### src/rtl/cp0_exc_ctrl_if.sv
// CP0 exception-controller bus.
// Bundles the M-stage pipeline signals (mtc0/mfc0 access, exception status,
// eret, external interrupts) and the controller's responses (Req, EPC_out,
// cp0_rdata).
//   master : pipeline side, drives requests and status, samples responses.
//   slave  : CP0 side, the mirror image.
interface cp0_exc_ctrl_if;
  logic        we;
  logic [4:0]  cp0_addr;
  logic [31:0] cp0_wdata;
  logic [31:0] cp0_rdata;
  logic [31:0] M_pc;
  logic [4:0]  M_ExcCode;
  logic        M_isBD;
  logic [5:0]  hw_int;
  logic        eret;
  logic        Req;
  logic [31:0] EPC_out;

  modport master (
    output we, cp0_addr, cp0_wdata, M_pc, M_ExcCode, M_isBD, hw_int, eret,
    input  cp0_rdata, Req, EPC_out
  );

  modport slave (
    input  we, cp0_addr, cp0_wdata, M_pc, M_ExcCode, M_isBD, hw_int, eret,
    output cp0_rdata, Req, EPC_out
  );
endinterface

### src/rtl/cp0_exc_ctrl.sv
// Coprocessor-0 exception responder sitting at the M stage.
// Holds SR(12), Cause(13), EPC(14) and PRId(15). Raises Req combinationally
// for an enabled hardware interrupt or a synchronous exception, records
// EPC/BD/ExcCode on that edge and sets EXL; eret clears EXL; mtc0 writes SR
// and EPC.
// Ports:
//   clk   : clock
//   reset : synchronous, active-high reset
//   bus   : cp0_exc_ctrl_if.slave (mtc0/mfc0, M-stage exception status,
//           hw_int, eret, Req, EPC_out)
module cp0_exc_ctrl #(
  parameter logic [4:0]  EXC_NONE = 5'd0,
  parameter logic [31:0] PRID_VAL = 32'h0000_2024
) (
  input logic              clk,
  input logic              reset,
  cp0_exc_ctrl_if.slave    bus
);

  logic [5:0]  im_q, im_d;
  logic        exl_q, exl_d;
  logic        ie_q, ie_d;
  logic        bd_q, bd_d;
  logic [5:0]  ip_q;
  logic [4:0]  exc_code_q, exc_code_d;
  logic [31:0] epc_q, epc_d;

  logic        int_req;
  logic        exc_req;
  logic        req;
  logic [31:0] victim_pc;
  logic [31:0] sr_view;
  logic [31:0] cause_view;

  // Only IM/EXL/IE of the write data ever land in SR.
  logic unused_wdata;
  assign unused_wdata = ^{bus.cp0_wdata[31:16], bus.cp0_wdata[9:2]};

  always_comb begin
    int_req = ie_q & ~exl_q & (|(bus.hw_int & im_q));
    exc_req = ~exl_q & (bus.M_ExcCode != EXC_NONE);
    req     = int_req | exc_req;
    // A delay-slot victim restarts at its branch; wraps modulo 2^32.
    victim_pc = bus.M_isBD ? (bus.M_pc - 32'd4) : bus.M_pc;
  end

  // Priority: Req > eret > mtc0. A mtc0 in the Req cycle belongs to the
  // faulting instruction, which never completes, so it is dropped.
  always_comb begin
    im_d       = im_q;
    exl_d      = exl_q;
    ie_d       = ie_q;
    bd_d       = bd_q;
    exc_code_d = exc_code_q;
    epc_d      = epc_q;
    if (req) begin
      exl_d      = 1'b1;
      bd_d       = bus.M_isBD;
      exc_code_d = int_req ? 5'd0 : bus.M_ExcCode;
      epc_d      = {victim_pc[31:2], 2'b00};
    end else if (bus.eret) begin
      exl_d = 1'b0;
    end else if (bus.we) begin
      case (bus.cp0_addr)
        5'd12: begin
          im_d  = bus.cp0_wdata[15:10];
          exl_d = bus.cp0_wdata[1];
          ie_d  = bus.cp0_wdata[0];
        end
        5'd14:   epc_d = {bus.cp0_wdata[31:2], 2'b00};
        default: ;
      endcase
    end
  end

  always_ff @(posedge clk) begin
    if (reset) begin
      im_q       <= '0;
      exl_q      <= 1'b0;
      ie_q       <= 1'b0;
      bd_q       <= 1'b0;
      ip_q       <= '0;
      exc_code_q <= '0;
      epc_q      <= '0;
    end else begin
      im_q       <= im_d;
      exl_q      <= exl_d;
      ie_q       <= ie_d;
      bd_q       <= bd_d;
      ip_q       <= bus.hw_int;  // pending lines tracked every cycle
      exc_code_q <= exc_code_d;
      epc_q      <= epc_d;
    end
  end

  always_comb begin
    sr_view    = {16'b0, im_q, 8'b0, exl_q, ie_q};
    cause_view = {bd_q, 15'b0, ip_q, 3'b0, exc_code_q, 2'b00};
    unique case (bus.cp0_addr)
      5'd12:   bus.cp0_rdata = sr_view;
      5'd13:   bus.cp0_rdata = cause_view;
      5'd14:   bus.cp0_rdata = epc_q;
      5'd15:   bus.cp0_rdata = PRID_VAL;
      default: bus.cp0_rdata = 32'b0;
    endcase
    bus.Req     = req;
    bus.EPC_out = epc_q;
  end

endmodule

### src/flat_wrapper.sv
// flat-port wrapper written by rule: the top's interface ports become plain ports
module cp0_exc_ctrl_flat 
#(
  parameter logic [4:0]  EXC_NONE = 5'd0,
  parameter logic [31:0] PRID_VAL = 32'h0000_2024
)
  (clk, reset, bus_we, bus_cp0_addr, bus_cp0_wdata, bus_M_pc, bus_M_ExcCode, bus_M_isBD, bus_hw_int, bus_eret, bus_cp0_rdata, bus_Req, bus_EPC_out);
  cp0_exc_ctrl_if bus_i ();
  input logic clk;
  input logic reset;
  input wire logic [$bits(bus_i.we)-1:0] bus_we;
  input wire logic [$bits(bus_i.cp0_addr)-1:0] bus_cp0_addr;
  input wire logic [$bits(bus_i.cp0_wdata)-1:0] bus_cp0_wdata;
  input wire logic [$bits(bus_i.M_pc)-1:0] bus_M_pc;
  input wire logic [$bits(bus_i.M_ExcCode)-1:0] bus_M_ExcCode;
  input wire logic [$bits(bus_i.M_isBD)-1:0] bus_M_isBD;
  input wire logic [$bits(bus_i.hw_int)-1:0] bus_hw_int;
  input wire logic [$bits(bus_i.eret)-1:0] bus_eret;
  output wire logic [$bits(bus_i.cp0_rdata)-1:0] bus_cp0_rdata;
  output wire logic [$bits(bus_i.Req)-1:0] bus_Req;
  output wire logic [$bits(bus_i.EPC_out)-1:0] bus_EPC_out;
  assign bus_i.we = bus_we;
  assign bus_i.cp0_addr = bus_cp0_addr;
  assign bus_i.cp0_wdata = bus_cp0_wdata;
  assign bus_i.M_pc = bus_M_pc;
  assign bus_i.M_ExcCode = bus_M_ExcCode;
  assign bus_i.M_isBD = bus_M_isBD;
  assign bus_i.hw_int = bus_hw_int;
  assign bus_i.eret = bus_eret;
  assign bus_cp0_rdata = bus_i.cp0_rdata;
  assign bus_Req = bus_i.Req;
  assign bus_EPC_out = bus_i.EPC_out;
  cp0_exc_ctrl #(.EXC_NONE(EXC_NONE), .PRID_VAL(PRID_VAL)) u_core (.clk(clk), .reset(reset), .bus(bus_i));
endmodule
### config.mk
export PLATFORM = sky130hd
export DESIGN_NAME = cp0_exc_ctrl_flat
export DESIGN_NICKNAME = d
export VERILOG_FILES = /design/src/rtl/cp0_exc_ctrl_if.sv /design/src/rtl/cp0_exc_ctrl.sv /design/src/flat_wrapper.sv
export SDC_FILE = /design/constraint.sdc
export NUM_CORES = 1
export LEC_CHECK = 0
export CORE_MARGIN = 2
export CORE_UTILIZATION = 42
export CTS_CLUSTER_SIZE = 28
export DETAILED_ROUTE_END_ITERATION = 8
export PLACE_DENSITY = 0.82
export SYNTH_ARGS = -nofsm -noshare
export SYNTH_HDL_FRONTEND = slang
export SYNTH_SLANG_ARGS = --single-unit
export TNS_END_PERCENT = 100
### constraint.sdc
create_clock -name clk -period 2.9 [get_ports clk]
set_clock_uncertainty 0.1 [all_clocks]
set_input_delay 0.725 -clock clk [delete_from_list [all_inputs] [get_ports clk]]
set_output_delay 0.725 -clock clk [all_outputs]
set_load 0.05 [all_outputs]
# Word level (Yosys, flattened, before mapping)
# Cells that the tools add are included.
[classes]
addsub = 1
n_eq_ne = 5
mux = 11
n_bitwise = 8
n_reduce_logical = 9
[ops]
columns = ["op", "count"]
rows = [
  ["32-bit 2-to-1 mux", 5],
  ["32-bit one-hot mux with 4 select lines", 1],
  ["32-bit by 3-bit subtractor with 32-bit output (second input constant)", 1],
  ["5-bit by 4-bit equality test with 1-bit output (second input constant)", 4],
  ["6-bit bitwise AND", 1],
  ["3-bit nonzero test", 2],
  ["6-bit OR reduction", 1],
  ["5-bit 2-to-1 mux", 1],
  ["5-bit nonzero test", 1],
  ["1-bit 2-to-1 mux", 4],
  ["4-bit AND reduction", 1],
  ["2-bit nonzero test", 2],
  ["1-bit bitwise AND", 3],
  ["1-bit inverter", 3],
  ["3-bit AND reduction", 1],
  ["2-bit by 1-bit != test with 1-bit output (second input constant)", 1],
  ["2-bit AND reduction", 1],
  ["1-bit OR", 1],
]
[totals]
regBits = 50
in_bits = 85
output_inout_bits = 65
wordCells = 41

# Logic depth before layout (Yosys ltp)
# Gate-level depths: netlist (run 1).
[logic_depth]
depth_word = 6
depth_mapped = 8
ltp_nobuf = 7

# Worst setup path before layout (run 1)
# Ideal clock, no wire load.
[synth_timing]
path_type = "input to output"
start = "in bus_cp0_addr[4]"
end = "out bus_cp0_rdata[31]"
arrival_time_ns = 2.578
required_ns = 2.075
slack_ns = -0.503
stages = 5
n_path_buf = 2
cell_sequence = "and4b_1 -> clkbuf_1 -> clkbuf_1 -> nand2_1 -> o21ai_0"
[synth_between]
elab_chain_cells = 2
elab_cells_between_ends = 5
cone_classes = "eq/ne: 4; mux: 1"
[synth_lines]
columns = ["item", "line_no", "source"]
rows = [
  ["start: declaration", "flat_wrapper.sv:12", "input wire logic [$bits(bus_i.cp0_addr)-1:0] bus_cp0_addr;"],
  ["5-bit by 4-bit equality test with 1-bit output", "cp0_exc_ctrl.sv:99", "unique case (bus.cp0_addr)"],
  ["32-bit one-hot mux with 4 select lines (*)", "cp0_exc_ctrl.sv:99", ""],
  ["end: declaration", "flat_wrapper.sv:19", "output wire logic [$bits(bus_i.cp0_rdata)-1:0] bus_cp0_rdata;"],
]
# Mark *: on every way between the ends. The rest lies on a longest branch, timed or not.

# Final worst setup path (run 1)
[layout_timing]
start = "in bus_M_ExcCode[1]"
end = "out bus_Req"
[layout_between]
elab_chain_cells = 3
[layout_lines]
columns = ["item", "line_no", "source"]
rows = [
  ["start: declaration", "flat_wrapper.sv:15", "input wire logic [$bits(bus_i.M_ExcCode)-1:0] bus_M_ExcCode;"],
  ["5-bit nonzero test", "cp0_exc_ctrl.sv:41", "exc_req = ~exl_q & (bus.M_ExcCode != EXC_NONE);"],
  ["1-bit bitwise AND", "cp0_exc_ctrl.sv:41", ""],
  ["1-bit OR", "cp0_exc_ctrl.sv:42", "req = int_req | exc_req;"],
  ["end: declaration", "flat_wrapper.sv:20", "output wire logic [$bits(bus_i.Req)-1:0] bus_Req;"],
]
# Every way passes these cells.

==> flow_summary.yaml, run 1 <==
outcome:
  status: "finished clean"
clock_network:
  cts.sinks: 50
  clk_latency_ps: 300
  clk_pin_slew_ps: 80
  cts_root_buffer: "clkbuf_8"
  h-tree-depth: 2
  tritoncts: "built"
  cts_buffers: 5
  clockBufferDepth: 2
synth:
  synth_fa_ha_area_frac: 0.00397
  syn_inst: 362
  synth_mux_area_frac: 0.120
  avgSynthCellArea_um2: 8.70
  synth_top_family_by_area: "simple AND/OR/NAND/NOR gates"
  yosys_register_bits: 50
  synth_edf_count: 0
  async_reset_ff_frac: 0
  synth-simple-area-share: 0.239
  yosysWarningCount: 0
  synth_compound_area_frac: 0.183
  yosysUniqueCellTypes: 52
  yosys_most_used_dff: "dfxtp_1"
  synth_xor_area_frac: 0.0723
  yosysSeqAreaShare: 0.318
  synth_area_um2: 3150
route:
  vias_per_cell: 5.53
  finalWirelength_um: 11400
  drc: 0
  drt_first_pass_iters: 4
  routed-via-count: 3463
  ant_nets: 0
  drt-initial-drc-count: 230
  wl_per_cell_um: 18.2
placed_design:
  port-buffer-count: 145
  place_area_um2: 5210
  globalplace.congestion: 0.848
  dpl.hpwl_um: 8510
  post-place-ws_ps: -223
grt:
  grt_max_degree: 45
  grt_overflow_total: 0
  grt_pass1_vias: 3462
  grt_pass1_wl_um: 18100
  antenna_found_initial: 0
  grt_util_all_layers: 0.278
timing:
  rsz0062_at_grt: "no"
  hold_viol_final: 0
  tightest_slew_ps: 535
  worst_slew_margin_rel: 0.642
  hold_ws_ps: 366
  max_freq_ghz: 0.351
  maxSlewViolCount: 0
  timing.final.crit_share: 0.982
  layout_setup_ws_ps: 53.5
  period_needed_ps: 2850
  setup_viol: 0
pwr:
  swShare: 0.332
  switchingPower_uw: 637
  p_leak_uw: 0.00210
  p_seq_frac: 0.407
  p_per_area_nw_per_um2: 347
  p_clk_frac: 0.256
  ir_drop_v: 0.000283
  intPower_uw: 1280
  comb_power_share: 0.337
cells_and_area:
  drive_above_1_share: 0.273
  fin_nets: 612
  areaGrowthSynthToFinish_pct: 75.5
  final_area_um2: 5530
  diodes: 0
floorplanning:
  start_util: 0.434
  ioPinCount: 150
  die_x_um: 90.6
  core_um2: 7250
  die_area_um2: 8210
  rows: 31
  die_y_um: 90.6
setup_path:
  critical_path_class: "in -> out"
  path_cells: "dlygate4sd2_1 > or4_1 > nor2_2 > a21o_1 > inv_2 > buf_8"
  slowest_delay_ps: 530
  critPathLaunchType: "primary input"
  cp_max_fo: 2
  slowest_stage: "or4_1"
  critPathRequiredTime_ps: 2080
  reg2reg_slack_ps: 790
  crit_arrival_ps: 2020
  cp-end-kind: "primary output"
min_path:
  hold_path_class: "reg -> reg"
flow_run:
  drv_cap: 0
==> through the flow <==
step	util	instances	setup TNS (ps)	total power (µW)
after global placement	0.718	613	-4900	1410
after floorplan	-	363	-129	1120
final	0.762	626	0	1920
after detailed placement	0.718	613	-6800	1420
after global routing	0.762	626	0	1990
after CTS	0.760	625	0	1920
==> cell usage after synthesis, types with 4 or more instances <==
library cell | n | area [µm²]
mux2_2 | 5 | 56.3
nor2_1 | 40 | 150
buf_4 | 4 | 30.0
nor2b_1 | 8 | 50.1
mux2i_1 | 32 | 320
a21oi_1 | 20 | 100
a21o_1 | 14 | 105
nand2_1 | 14 | 52.6
a211oi_1 | 14 | 105
inv_1 | 4 | 15.0
dfxtp_1 | 50 | 1000
and3_1 | 21 | 131
o21ai_0 | 10 | 50.1
nand3_1 | 6 | 30.0
nor3_1 | 10 | 50.1
a22oi_1 | 11 | 82.6
buf_2 | 6 | 30.0
xnor2_1 | 23 | 201
nor4_1 | 4 | 25.0
clkbuf_1 | 14 | 52.6
==> sequential cells by signal (all words and copies together) (netlist names) <==
| register | cells |
|---|---|
| u_core.bus.EPC_out | 30 |
| u_core.exc_code_q | 5 |
| u_core.im_q | 6 |
| u_core.ip_q | 6 |
| u_core.exl_q | 1 |
| u_core.ie_q | 1 |
| u_core.bd_q | 1 |
==> layer usage <==
| metal | GRT usage | wire length [µm] |
|---|---|---|
| met3 | 0.0459 | 596 |
| met1 | 0.345 | 4610 |
| met5 | 0 | 0 |
| met2 | 0.482 | 5800 |
| met4 | 0.105 | 372 |
==> final cells by class <==
type | count | area [µm²]
clock inverters | 2 | 37.5
clock buffers | 6 | 72.6
fillers | 495 | 1730
multi-input cells | 278 | 2120
flip-flops and latches | 50 | 1000
well taps | 99 | 124
repair buffers | 186 | 2150
inverters | 5 | 18.8
==> layout by cell type (no fill, tap or decap), types with 10 or more instances in the layout <==
| cell type | count |
|---|---|
| a211oi_1 | 14 |
| a21o_1 | 14 |
| a21oi_1 | 19 |
| and3_4 | 15 |
| buf_12 | 35 |
| buf_4 | 31 |
| clkdlybuf4s50_1 | 97 |
| dfxtp_1 | 50 |
| mux2i_1 | 32 |
| nand2_1 | 13 |
| nor2_1 | 37 |
| nor3_1 | 10 |
| o21ai_2 | 10 |
| xnor2_1 | 23 |
==> what timing repair did <==
action / CTS / global route
endpoints found under the setup margin: 33 / 17
buffers inserted: 2 / 1
cloned: 2 / 0
pin swaps: 10 / 8
hold buffers: 0 / 0
gates resized for setup: 48 / 11
==> power by group through the flow <==
stage               Combinational [µW]  Sequential [µW]  Clock (µW)
floorplan                          204              918           0
global placement                   619              788           0
detailed placement                 630              791           0
CTS                                642              778         496
global route                       680              786         524
finish                             646              781         491
==> critical path, delay by kind of cell <==
family	cells	cell delay, ps
compound gates	1	190
buf+inv	3	460
simple gates	2	650
==> kinds of logic (layout without fill, tap and decap cells) <==
group / after synthesis / count (layout)
AO/OA/AOI/OAI: 85 / 85
XOR/XNOR: 26 / 26
adder cells (fa/ha/maj): 1 / 1
buffers and inverters: 35 / 199
flip-flops: 50 / 50
multiplexers: 37 / 37
other: 1 / 2
AND/OR/NAND/NOR: 127 / 127
==> path summary, 6_finish.rpt <==
kind | start | to | cells past startpoint
worst max register to register | u_core.im_q[1]$_SDFFE_PP0P_ | u_core.bus.EPC_out[29]$_SDFFE_PP0P_ | 6
worst max-delay path | bus_M_ExcCode[1] | bus_Req | 6
worst min register to register | u_core.bd_q$_SDFFE_PP0N_ | u_core.bd_q$_SDFFE_PP0N_ | 2
worst min-delay path | u_core.bd_q$_SDFFE_PP0N_ | u_core.bd_q$_SDFFE_PP0N_ | 2
(Power assumes the default switching activity.)
==> inputs of run 2 (changes only) <==
==> constraint.sdc (replaced) <==
create_clock -name clk -period 2.9 [get_ports clk]
set_clock_uncertainty 0.1 [all_clocks]
set_input_delay 0.725 -clock clk [delete_from_list [all_inputs] [get_ports clk]]
set_output_delay 0.725 -clock clk [all_outputs]
set_load 0.02 [all_outputs]
==> run 2 against run 1 <==
  * Sequential cell count unchanged
  * Critical path depth unchanged
  * Combinational power decreased by 21%
  * Setup slack improved by 7.1 ps
  * Via count decreased by 1.8%
  * Total power decreased by 7.1%
  * Register-to-register slack improved by 50 ps
==> flow_summary.yaml, run 2 (synthesis results as in run 1) <==
setup_path:
  slowest_stage: "clkdlybuf4s50_1"
  cp_num_buf_inv: 3
  slowest_delay_ps: 420
  crit_start: "bus_hw_int[3]"
  crit_arrival_ps: 2010
  critPathRequiredTime_ps: 2080
  cp_max_fo: 2
  timing.rr.start: "u_core.im_q[0]$_SDFFE_PP0P_"
  path_cells: "clkdlybuf4s50_1 > a22o_1 > o31ai_2 > a21o_1 > inv_2 > buf_6"
  path_delay_family: "compound AO/OA/AOI/OAI gates"
  cp-end-kind: "primary output"
  reg2reg_slack_ps: 840
  critical_path_class: "in -> out"
  critPathLaunchType: "primary input"
cells_and_area:
  fin_util: 0.675
  largest_reg_flops: 30
  fin_nets: 612
  final_cell_mix: "clkdlybuf4s50_1 (98), dfxtp_1 (50), nor2_1 (39), buf_4 (37), mux2i_1 (32)"
  diodes: 0
  final_area_um2: 4900
  final_common_cell: "clkdlybuf4s50_1"
  stdcell_count: 626
  drive_above_1_share: 0.213
  areaGrowthSynthToFinish_pct: 55.5
grt:
  grt_overflow_total: 0
  antenna_found_initial: 0
  grt_util_all_layers: 0.250
  grt_pass1_wl_um: 16700
  grt_pass1_vias: 3305
  grt_max_degree: 45
timing:
  period_needed_ps: 2840
  timing.final.crit_share: 0.979
  rsz0062_at_grt: "no"
  hold_viol_final: 0
  maxSlewViolCount: 0
  max_freq_ghz: 0.352
  layout_setup_ws_ps: 60.6
  setup_viol: 0
  hold_ws_ps: 378
floorplanning:
  die_x_um: 90.6
  ioPinCount: 150
  start_util: 0.434
  die_area_um2: 8210
  die_y_um: 90.6
  rows: 31
  core_um2: 7250
pwr:
  comb_power_share: 0.286
  p_per_area_nw_per_um2: 364
  ir_drop_v: 0.000302
  p_clk_frac: 0.278
  p_leak_uw: 0.00201
  switchingPower_uw: 520
  swShare: 0.291
  p_seq_frac: 0.436
  intPower_uw: 1260
clock_network:
  tritoncts: "built"
  clockBufferDepth: 2
  cts_root_buffer: "clkbuf_8"
  h-tree-depth: 2
  clk_pin_slew_ps: 90
  cts.sinks: 50
  postCtsHoldBufs: 0
  cts_buffers: 5
  clk_latency_ps: 300
placed_design:
  dpl.hpwl_um: 8080
  place_area_um2: 4870
  dp.cells: 614
  globalplace.congestion: 0.880
  port-buffer-count: 145
  post-place-ws_ps: -694
route:
  drc: 0
  vias_per_cell: 5.43
  ant_nets: 0
  routed-via-count: 3400
  finalWirelength_um: 10600
  wl_per_cell_um: 17.0
  drt_first_pass_iters: 4
  drt-initial-drc-count: 202
min_path:
  hold_path_class: "reg -> reg"
  worstHoldStart: "u_core.bd_q$_SDFFE_PP0N_"
outcome:
  status: "finished clean"
flow_run:
  drv_cap: 0
==> run 2: cell count changes in the layout (fill, tap and decap cells not counted), sizes merged <==
cell	previous run	this run
dlymetal6s2s	4	3
buf	75	74
clkdlybuf4s50	97	98
clkdlybuf4s15	1	2
==> run 2: path summary, 6_finish.rpt <==
kind / end / cells past startpoint
setup / recovery: bus_Req / 6
hold / removal: u_core.bd_q$_SDFFE_PP0N_ / 2
setup reg to reg: u_core.bus.EPC_out[4]$_SDFFE_PP0P_ / 6
hold reg to reg: u_core.bd_q$_SDFFE_PP0N_ / 2
==> run 2: stage by stage <==
stage               setup TNS, ps  total power, µW
floorplan                       0             1010
detailed placement         -24580             1300
CTS                             0             1780
global route                    0             1850
finish                          0             1780
global placement           -21930             1290
==> run 2: area by class of cell <==
| cell class | count | area (µm²) |
|---|---|---|
| Clock inverter | 2 | 37.5 |
| Clock buffer | 6 | 72.6 |
| Sequential cell | 50 | 1000 |
| Inverter | 5 | 18.8 |
| Timing Repair Buffer | 186 | 1650 |
| Tap cell | 99 | 124 |
| Multi-Input combinational cell | 278 | 1990 |
| Fill cell | 609 | 2350 |
==> run 2: power groups by stage <==
| stage | registers, µW | clock network, µW | logic, µW |
|---|---|---|---|
| 2_1_floorplan | 829 | 0 | 184 |
| 3_3_place_gp | 790 | 0 | 499 |
| 3_5_place_dp | 792 | 0 | 508 |
| 4_1_cts | 776 | 499 | 508 |
| 5_1_grt | 784 | 529 | 540 |
| 6_report | 777 | 496 | 509 |
==> run 2: metal layers <==
metal	GRT usage	routed length, µm	up-vias
li1	-	-	1643
met1	0.316	4560	1608
met2	0.437	5340	135
met3	0.0476	552	14
met4	0.0641	155	0
met5	0	0	-
==> run 2: worst reg2reg max path: stages, from the launching register on <==
cell      delay [ps]
dfxtp_1          330
a22o_1           270
o31ai_2          280
a21o_1           220
buf_4            430
nor2_1           130
a211oi_1         220
==> run 2: what timing repair did <==
action / in CTS / in global routing
setup endpoints to repair: 33 / 23
gates resized for setup: 167 / 15
buffers inserted: 2 / 0
cloned: 2 / 0
pin swaps: 7 / 6
endpoints found under the hold margin: 0 / 0
==> inputs of run 3 (changes only) <==
GPL_ROUTABILITY_DRIVEN = 0   (was default)
==> run 3 against run 2 <==
  * Utilization decreased by 0.31 points
  * Hold slack lost 16 ps
  * Largest power group unchanged
  * Largest cell class unchanged
  * Highest routed layer unchanged
  * Clock-buffer cell count did not move
  * Total power fell by 0.19%
  * Register-to-register slack hardly changed
  * Clock power barely moved
  * Combinational power about the same
  * Non-clock buffer count fell by 2
  * Sequential share of layout area rose by 0.094 points
  * Critical path depth unchanged
==> flow_summary.yaml, run 3 (synthesis results as in run 1) <==
setup_path:
  critical_path_class: "in -> out"
  path_cells: "dlygate4sd2_1 > or4_4 > nor2_4 > a21o_1 > inv_2 > buf_6"
  reg2reg_slack_ps: 840
  slowest_delay_ps: 550
  critPathLaunchType: "primary input"
  crit_arrival_ps: 2020
  critPathRequiredTime_ps: 2080
  cp-end-kind: "primary output"
  slowest_stage: "or4_4"
  cp_max_fo: 2
cells_and_area:
  final_cell_mix: "clkdlybuf4s50_1 (97), dfxtp_1 (50), nor2_1 (39), buf_4 (34), mux2i_1 (32)"
  seqCellArea_um2: 1000
  fin_nets: 610
  final_area_um2: 4880
  multiInputGateArea_um2: 1990
  diodes: 0
  largest_reg_flops: 30
  fillers: 634
  drive_above_1_share: 0.206
  areaGrowthSynthToFinish_pct: 54.8
  final_common_cell: "clkdlybuf4s50_1"
pwr:
  total_power_uw: 1780
  ir_drop_v: 0.000203
  p_per_area_nw_per_um2: 365
  p_leak_uw: 0.00200
timing:
  setup_viol: 0
  worst_slew_margin_rel: 0.659
  timing.final.crit_share: 0.981
  hold_viol_final: 0
  maxSlewViolCount: 0
  period_needed_ps: 2840
  max_freq_ghz: 0.352
  hold_ws_ps: 362
  tightest_slew_ps: 507
  rsz0062_at_grt: "no"
floorplanning:
  start_util: 0.434
  die_y_um: 90.6
  ioPinCount: 150
  core_um2: 7250
  die_area_um2: 8210
  rows: 31
  die_x_um: 90.6
clock_network:
  cts.sinks: 50
  cts_root_buffer: "clkbuf_8"
  cts_buffers: 5
  clk_pin_slew_ps: 90
  postCtsHoldBufs: 0
  clk_latency_ps: 300
  clockBufferDepth: 2
  h-tree-depth: 2
  tritoncts: "built"
grt:
  grt_max_degree: 45
  grt_util_all_layers: 0.249
  grt_pass1_wl_um: 16600
  grt_overflow_total: 0
  antenna_found_initial: 0
  grt_pass1_vias: 3320
route:
  wl_per_cell_um: 16.7
  drt-initial-drc-count: 167
  vias_per_cell: 5.33
  drc: 0
  finalWirelength_um: 10400
  drt_first_pass_iters: 4
  ant_nets: 0
  routed-via-count: 3329
placed_design:
  port-buffer-count: 145
  dpl.hpwl_um: 8120
  place_area_um2: 4870
flow_run:
  drv_cap: 0
min_path:
  hold_path_class: "reg -> reg"
outcome:
  status: "finished clean"
run 3: worst paths after layout:
check / from / to / depth (start not counted)
worst max-delay path: bus_M_ExcCode[0] / bus_Req / 6
worst min-delay path: u_core.bd_q$_SDFFE_PP0N_ / u_core.bd_q$_SDFFE_PP0N_ / 2
worst max register to register: u_core.im_q[1]$_SDFFE_PP0P_ / u_core.bus.EPC_out[5]$_SDFFE_PP0P_ / 6
worst min register to register: u_core.bd_q$_SDFFE_PP0N_ / u_core.bd_q$_SDFFE_PP0N_ / 2
run 3: metrics by stage:
| step | worst slack, ps | util | cells | setup TNS, ps |
|---|---|---|---|---|
| global placement | -603 | 0.671 | 613 | -24280 |
| global route | 2.72 | 0.672 | 624 | 0 |
| detailed placement | -709 | 0.671 | 613 | -28940 |
| finish | 55.2 | 0.672 | 624 | 0 |
| floorplan | 108 | - | 363 | 0 |
| CTS | 0.907 | 0.671 | 623 | 0 |
run 3: report_power, final:
group / switching (µW) / leakage, µW / internal, µW
registers: 38.9 / 0.000414 / 738
logic: 242 / 0.00153 / 267
clock network: 236 / 0.0000514 / 258
total: 517 / 0.00200 / 1260
run 3: layer usage:
| layer | share of wire | track usage | wire [µm] | up-vias |
|---|---|---|---|---|
| li1 | - | - | - | 1634 |
| met1 | 0.44 | 0.314 | 4580 | 1581 |
| met2 | 0.49 | 0.435 | 5160 | 98 |
| met3 | 0.046 | 0.0409 | 478 | 16 |
| met4 | 0.020 | 0.0718 | 208 | 0 |
| met5 | 0 | 0 | 0 | - |
run 3: critical path: cells and delay by family:
kind / cells / cell delay, ps
buffers and inverters: 3 / 440
AOI/OAI and AO/OA: 1 / 180
and+or+nand+nor: 2 / 680
run 3: cell type report:
cell class	count	area share
Clock buffer	6	0.0149
Clock inverter	2	0.00770
Tap cell	99	0.0254
Sequential cell	50	0.205
Multi-Input combinational cell	278	0.408
Timing Repair Buffer	184	0.335
Inverter	5	0.00385
run 3: repair_timing:
item | CTS | global route
buffers inserted | 1 | 1
pin swaps | 8 | 5
cloned | 1 | 0
endpoints found under the setup margin | 33 | 25
gates resized for setup | 166 | 6
